[config.mk]
export PLATFORM = sky130hd
export DESIGN_NAME = sha_mem_arbiter
export DESIGN_NICKNAME = d
export VERILOG_FILES = /design/src/rtl/sha_mem_arbiter.sv
export SDC_FILE = /design/constraint.sdc
export NUM_CORES = 1
export LEC_CHECK = 0
export ABC_AREA = 1
export ABC_CLOCK_PERIOD_IN_PS = 3100
export CORE_AREA = 2 2 128 130
export CTS_BUF_LIST = sky130_fd_sc_hd__clkbuf_8
export CTS_CLUSTER_SIZE = 24
export DETAILED_ROUTE_END_ITERATION = 8
export DIE_AREA = 0 0 130 132
export PLACE_DENSITY = 0.73
export SETUP_SLACK_MARGIN = 0.15
export SYNTH_ARGS = -nofsm -noshare
export SYNTH_HDL_FRONTEND = slang
export SYNTH_SLANG_ARGS = --single-unit
[constraint.sdc]
create_clock -name clk -period 3.1 [get_ports clk]
set_input_delay 0.62 -clock clk [delete_from_list [all_inputs] [get_ports clk]]
set_output_delay 0.62 -clock clk [all_outputs]
set_load 0.01 [all_outputs]
[src/rtl/sha_mem_arbiter.sv]
// Round-robin arbiter sharing one synchronous memory port between hashing-engine
// requesters, with locked bursts, bounded burst length and fixed-latency read return.
module sha_mem_arbiter #(
  parameter int unsigned NREQ      = 4,
  parameter int unsigned MAX_BURST = 16,
  parameter int unsigned AW        = 16,
  parameter int unsigned DW        = 32
) (
  input  logic                 clk,
  input  logic                 reset_n,
  input  logic [NREQ-1:0]      req,
  input  logic [NREQ-1:0]      lock,
  input  logic [NREQ-1:0]      we,
  input  logic [NREQ*AW-1:0]   addr,
  input  logic [NREQ*DW-1:0]   wdata,
  output logic [NREQ-1:0]      gnt,
  output logic [DW-1:0]        rdata,
  output logic [NREQ-1:0]      rvalid,
  output logic                 busy,
  output logic                 mem_clk,
  output logic                 mem_we,
  output logic [AW-1:0]        mem_addr,
  output logic [DW-1:0]        mem_write_data,
  input  logic [DW-1:0]        mem_read_data
);

  localparam int unsigned IW = (NREQ > 1) ? $clog2(NREQ) : 1;
  localparam int unsigned CW = $clog2(MAX_BURST + 1);

  typedef enum logic {ARB, OWNED} state_t;

  state_t          state, state_nx;
  logic [IW-1:0]   ptr, ptr_nx;
  logic [IW-1:0]   owner, owner_nx;
  logic [CW-1:0]   count, count_nx;
  logic            s1_valid, s1_valid_nx, s2_valid;
  logic [IW-1:0]   s1_id, s1_id_nx, s2_id;
  logic            mem_we_nx;
  logic [AW-1:0]   mem_addr_nx;
  logic [DW-1:0]   mem_write_data_nx;
  logic [NREQ-1:0] rvalid_nx;
  logic            busy_nx;
  logic [NREQ-1:0] gnt_c;
  logic            found;
  logic [IW-1:0]   win;
  logic [AW-1:0]   addr_a  [NREQ];
  logic [DW-1:0]   wdata_a [NREQ];

  assign mem_clk = clk;
  assign rdata   = mem_read_data;
  assign gnt     = reset_n ? gnt_c : '0;

  // (a + k) mod NREQ for k < NREQ
  function automatic logic [IW-1:0] wrap_add(input logic [IW-1:0] a, input int unsigned k);
    int unsigned s;
    s = 32'(a) + k;
    if (s >= NREQ) s = s - NREQ;
    return IW'(s);
  endfunction

  always_comb begin
    for (int i = 0; i < NREQ; i++) begin
      addr_a[i]  = addr[i*AW +: AW];
      wdata_a[i] = wdata[i*DW +: DW];
    end
  end

  // Grant selection, ownership tracking, issue path and read pipeline next values
  always_comb begin
    state_nx          = state;
    ptr_nx            = ptr;
    owner_nx          = owner;
    count_nx          = count;
    found             = 1'b0;
    win               = '0;
    gnt_c             = '0;
    mem_we_nx         = 1'b0;
    mem_addr_nx       = mem_addr;
    mem_write_data_nx = mem_write_data;
    s1_valid_nx       = 1'b0;
    s1_id_nx          = s1_id;

    if (state == OWNED) begin
      found = req[owner];
      win   = owner;
    end else begin
      for (int k = 0; k < NREQ; k++) begin
        if (!found && req[wrap_add(ptr, k)]) begin
          found = 1'b1;
          win   = wrap_add(ptr, k);
        end
      end
    end

    if (found) begin
      gnt_c             = NREQ'(1) << win;
      mem_we_nx         = we[win];
      mem_addr_nx       = addr_a[win];
      mem_write_data_nx = wdata_a[win];
      s1_valid_nx       = ~we[win];
      s1_id_nx          = win;
    end

    case (state)
      ARB: begin
        if (found) begin
          if (lock[win] && (MAX_BURST > 1)) begin
            state_nx = OWNED;
            owner_nx = win;
            count_nx = CW'(1);
          end else begin
            ptr_nx = wrap_add(win, 1);
          end
        end
      end
      OWNED: begin
        if (!found) begin
          state_nx = ARB;
          ptr_nx   = wrap_add(owner, 1);
          count_nx = '0;
        end else begin
          count_nx = count + CW'(1);
          // Last beat, or burst cap reached even though lock is still asserted
          if (!lock[owner] || (count_nx == CW'(MAX_BURST))) begin
            state_nx = ARB;
            ptr_nx   = wrap_add(owner, 1);
            count_nx = '0;
          end
        end
      end
      default: state_nx = ARB;
    endcase

    rvalid_nx = s2_valid ? (NREQ'(1) << s2_id) : '0;
    busy_nx   = (state_nx == OWNED) || s1_valid_nx || s1_valid;
  end

  always_ff @(posedge clk or negedge reset_n) begin
    if (!reset_n) begin
      state          <= ARB;
      ptr            <= '0;
      owner          <= '0;
      count          <= '0;
      s1_valid       <= 1'b0;
      s1_id          <= '0;
      s2_valid       <= 1'b0;
      s2_id          <= '0;
      mem_we         <= 1'b0;
      mem_addr       <= '0;
      mem_write_data <= '0;
      rvalid         <= '0;
      busy           <= 1'b0;
    end else begin
      state          <= state_nx;
      ptr            <= ptr_nx;
      owner          <= owner_nx;
      count          <= count_nx;
      s1_valid       <= s1_valid_nx;
      s1_id          <= s1_id_nx;
      s2_valid       <= s1_valid;
      s2_id          <= s1_id;
      mem_we         <= mem_we_nx;
      mem_addr       <= mem_addr_nx;
      mem_write_data <= mem_write_data_nx;
      rvalid         <= rvalid_nx;
      busy           <= busy_nx;
    end
  end

endmodule

==> results of run 1 <==
==> worst max-delay path, cell delays in order (launching register included) <==
cell     delay, ns
dfrtp_1       0.41
inv_2         0.13
nand2_1       0.08
nand2_2       0.13
nand2_2       0.08
nand2_4       0.09
nor2_8        0.04
nand2_1       0.08
nand2_1       0.08
nor2_2        0.12
nor2_2        0.04
nor2_2        0.15
buf_6         0.13
ha_4          0.11
inv_1         0.03
nor2_1        0.06
buf_2         0.13
==> final timing paths <==
check	from	endpoint	slack [ns]	depth (start not counted)
setup / recovery	ptr[0]$_DFFE_PN0P_	gnt[1]	0.11	16
hold reg to reg	s1_id[1]$_DFFE_PN0N_	s2_id[1]$_DFF_PN0_	0.38	0
max in group asynchronous	reset_n	ptr[1]$_DFFE_PN0P_	2.10	2
hold / removal	reset_n	mem_write_data[0]$_DFFE_PN0N_	0.38	2
min in group clk	s1_id[1]$_DFFE_PN0N_	s2_id[1]$_DFF_PN0_	0.38	0
setup reg to reg	ptr[0]$_DFFE_PN0P_	mem_addr[10]$_DFFE_PN0N_	0.37	18
==> through the flow <==
stage	setup TNS (ns)	total power, W
finish	0	0.0103
global route	-0.0492	0.0113
CTS	0	0.0104
detailed placement	-6.80	0.00918
global placement	-4.16	0.00908
floorplan	0	0.00714
==> registers in the layout (all words and copies together) (netlist names) <==
| name | flops |
|---|---|
| state | 1 |
| mem_write_data | 32 |
| s1_valid | 1 |
| s2_id | 2 |
| busy | 1 |
| count | 5 |
| owner | 2 |
| s1_id | 2 |
| s2_valid | 1 |
| ptr | 2 |
| rvalid | 4 |
| mem_addr | 16 |
| mem_we | 1 |
==> power breakdown <==
group	switching (W)	internal [W]
Clock	0.000410	0.000480
Sequential	0.000250	0.00143
Combinational	0.00453	0.00323
Total	0.00519	0.00514
==> repair_timing <==
action,in CTS,in global routing
gates resized for setup,49,8
buffers inserted,9,5
pin swaps,16,7
setup endpoints to repair,4,4
==> routing by layer <==
layer	share of wire	vias to the layer above	global-route usage	wire length (µm)
met5	0	-	0	0
met4	0.024	0	0.0830	412
met3	0.089	39	0.0601	1520
met2	0.50	200	0.353	8530
met1	0.39	2556	0.212	6670
li1	-	2805	-	-
==> kinds of logic (layout without fill, tap and decap cells) <==
logic type	Yosys count	in the layout	synth area share
DFF	70	70	0.328
buffers and inverters	160	405	0.161
adders and majority gates	5	5	0.0117
muxes	22	22	0.0413
and+or+nand+nor	340	340	0.275
xor gates and xnor gates	2	2	0.00328
AOI/OAI and AO/OA	137	137	0.179
==> cell usage in the layout, fill, tap and decap left out, types with 22 or more instances in the layout <==
cell type	instances
a22oi_1	23
buf_4	28
clkdlybuf4s50_1	255
dfrtp_1	69
inv_1	81
mux2i_1	22
nand2_1	250
nand2_2	29
nand3_1	27
o21ai_1	49
==> layout make-up <==
class,count,area share
sequential,70,0.210
clock buffer,13,0.0210
tap,216,0.0324
multi-input combinational,506,0.340
inverter,88,0.0402
clock inverter,7,0.00884
timing repair buffer,297,0.348
==> flow_metrics.py, run 1 <==
metrics = {
    "sta": {
        "drv_slew": 0,
        "finalCritPeriodShare": 0.964,
        "period_minus_slack_ns": 2.99,
        "max_freq_ghz": 0.335,
        "relSlewSlack": 0.386,
        "skew_ns": 0.0124,
        "layout_setup_ws_ns": 0.112,
        "hold_viol_final": 0,
        "worst_slew_pin_slew_ns": 0.921,
        "whs_ns": 0.376,
        "setup_viol": 0,
        "rsz0062_at_grt": "yes",
    },
    "pwr": {
        "p_leak_nw": 4.05,
        "powerDensity_nw_per_um2": 1240,
        "vdd_ir_drop_max_mv": 0.735,
    },
    "global_routing": {
        "grt_pass1_vias": 5453,
        "track_usage": 0.197,
        "antenna_found_initial": 0,
        "grt_max_degree": 71,
        "grt_pass1_wl_mm": 26.6,
        "grt_overflow_total": 0,
    },
    "final_layout": {
        "seqCellArea_um2": 1750,
        "area_growth_pct": 56.4,
        "multi_input_area_um2": 2840,
        "final_area_um2": 8350,
        "stdcell_count": 1197,
        "drive_gt1_frac": 0.152,
        "final_core_util": 0.531,
        "n_fill_cell": 1520,
        "nets": 1219,
        "diodes": 0,
    },
    "logic_synthesis": {
        "synth_top_area_cell": "dfrtp_1",
        "synth_most_common_cell": "nand2_1",
        "netlist.area_leader.share": 0.328,
        "yosysWarnings": 0,
        "ys_seq_area_frac": 0.328,
        "ys_seq_elements": 70,
        "synth_area_leaders": "dfrtp_1 (33%), nand2_1 (18%), inv_1 (5.7%)",
        "syn_inst": 736,
        "synth_nets": 979,
        "synth-edff-count": 0,
        "synth_flop_cell": "dfrtp_1",
        "synth_cell_types": 33,
        "avgSynthCellArea_um2": 7.25,
        "ys_async_sr_fraction": 1.00,
        "synth_common_cells": "nand2_1 (261), inv_1 (81), dfrtp_1 (70), o21ai_1 (49), buf_4 (37)",
        "syn-cell-area_um2": 5340,
    },
    "floorplanning": {
        "dieArea_um2": 17200,
        "io_pins": 329,
        "dieWidth_um": 130,
        "fp.dieH_um": 132,
        "core-area_um2": 15700,
        "start_util": 0.340,
        "rows": 46,
    },
    "worst_setup_path": {
        "crit_arrival_ns": 2.37,
        "start_kind": "flop",
        "worstPathRequired_ns": 2.48,
        "critPathCaptureType": "output pin",
        "crit_type": "flop to output pin",
        "path_max_fanout": 6,
    },
    "place": {
        "dp_slack_ns": -0.479,
        "placed_area_um2": 7900,
        "dp_cells": 1164,
        "place.gp.congestion": 0.877,
        "dp_hpwl_mm": 12.6,
        "io_buffers": 264,
    },
    "route": {
        "drt-total-wl_mm": 17.1,
        "wire_per_inst_um": 14.3,
        "drtPass1Iterations": 4,
        "drt_iter0_drc": 197,
        "antenna_left": 0,
        "via_per_inst": 4.68,
        "drc_errors": 0,
        "vias": 5600,
    },
    "cts": {
        "clk_latency_ns": 0.46,
        "hold_buffers": 0,
        "tritoncts": "yes",
        "path_clk_slew_ns": 0.09,
    },
    "hold_path": {
        "hold_path_class": "input port to asynchronous set/reset pin",
    },
    "run_status": {
        "status": "complete, no violations",
    },
    "run": {
        "maxCapViolCount": 0,
    },
}
Note: power is estimated with default switching activity, not from simulation.
==> run 2, diff against run 1 <==
--- a/config.mk
+++ b/config.mk
@@ -6,7 +6,6 @@
 export NUM_CORES = 1
 export LEC_CHECK = 0
 export ABC_AREA = 1
-export ABC_CLOCK_PERIOD_IN_PS = 3100
 export CORE_AREA = 2 2 128 130
 export CTS_BUF_LIST = sky130_fd_sc_hd__clkbuf_8
 export CTS_CLUSTER_SIZE = 24
==> results of run 2 <==
Final layout, timing and power as in run 1 (identical DEF).
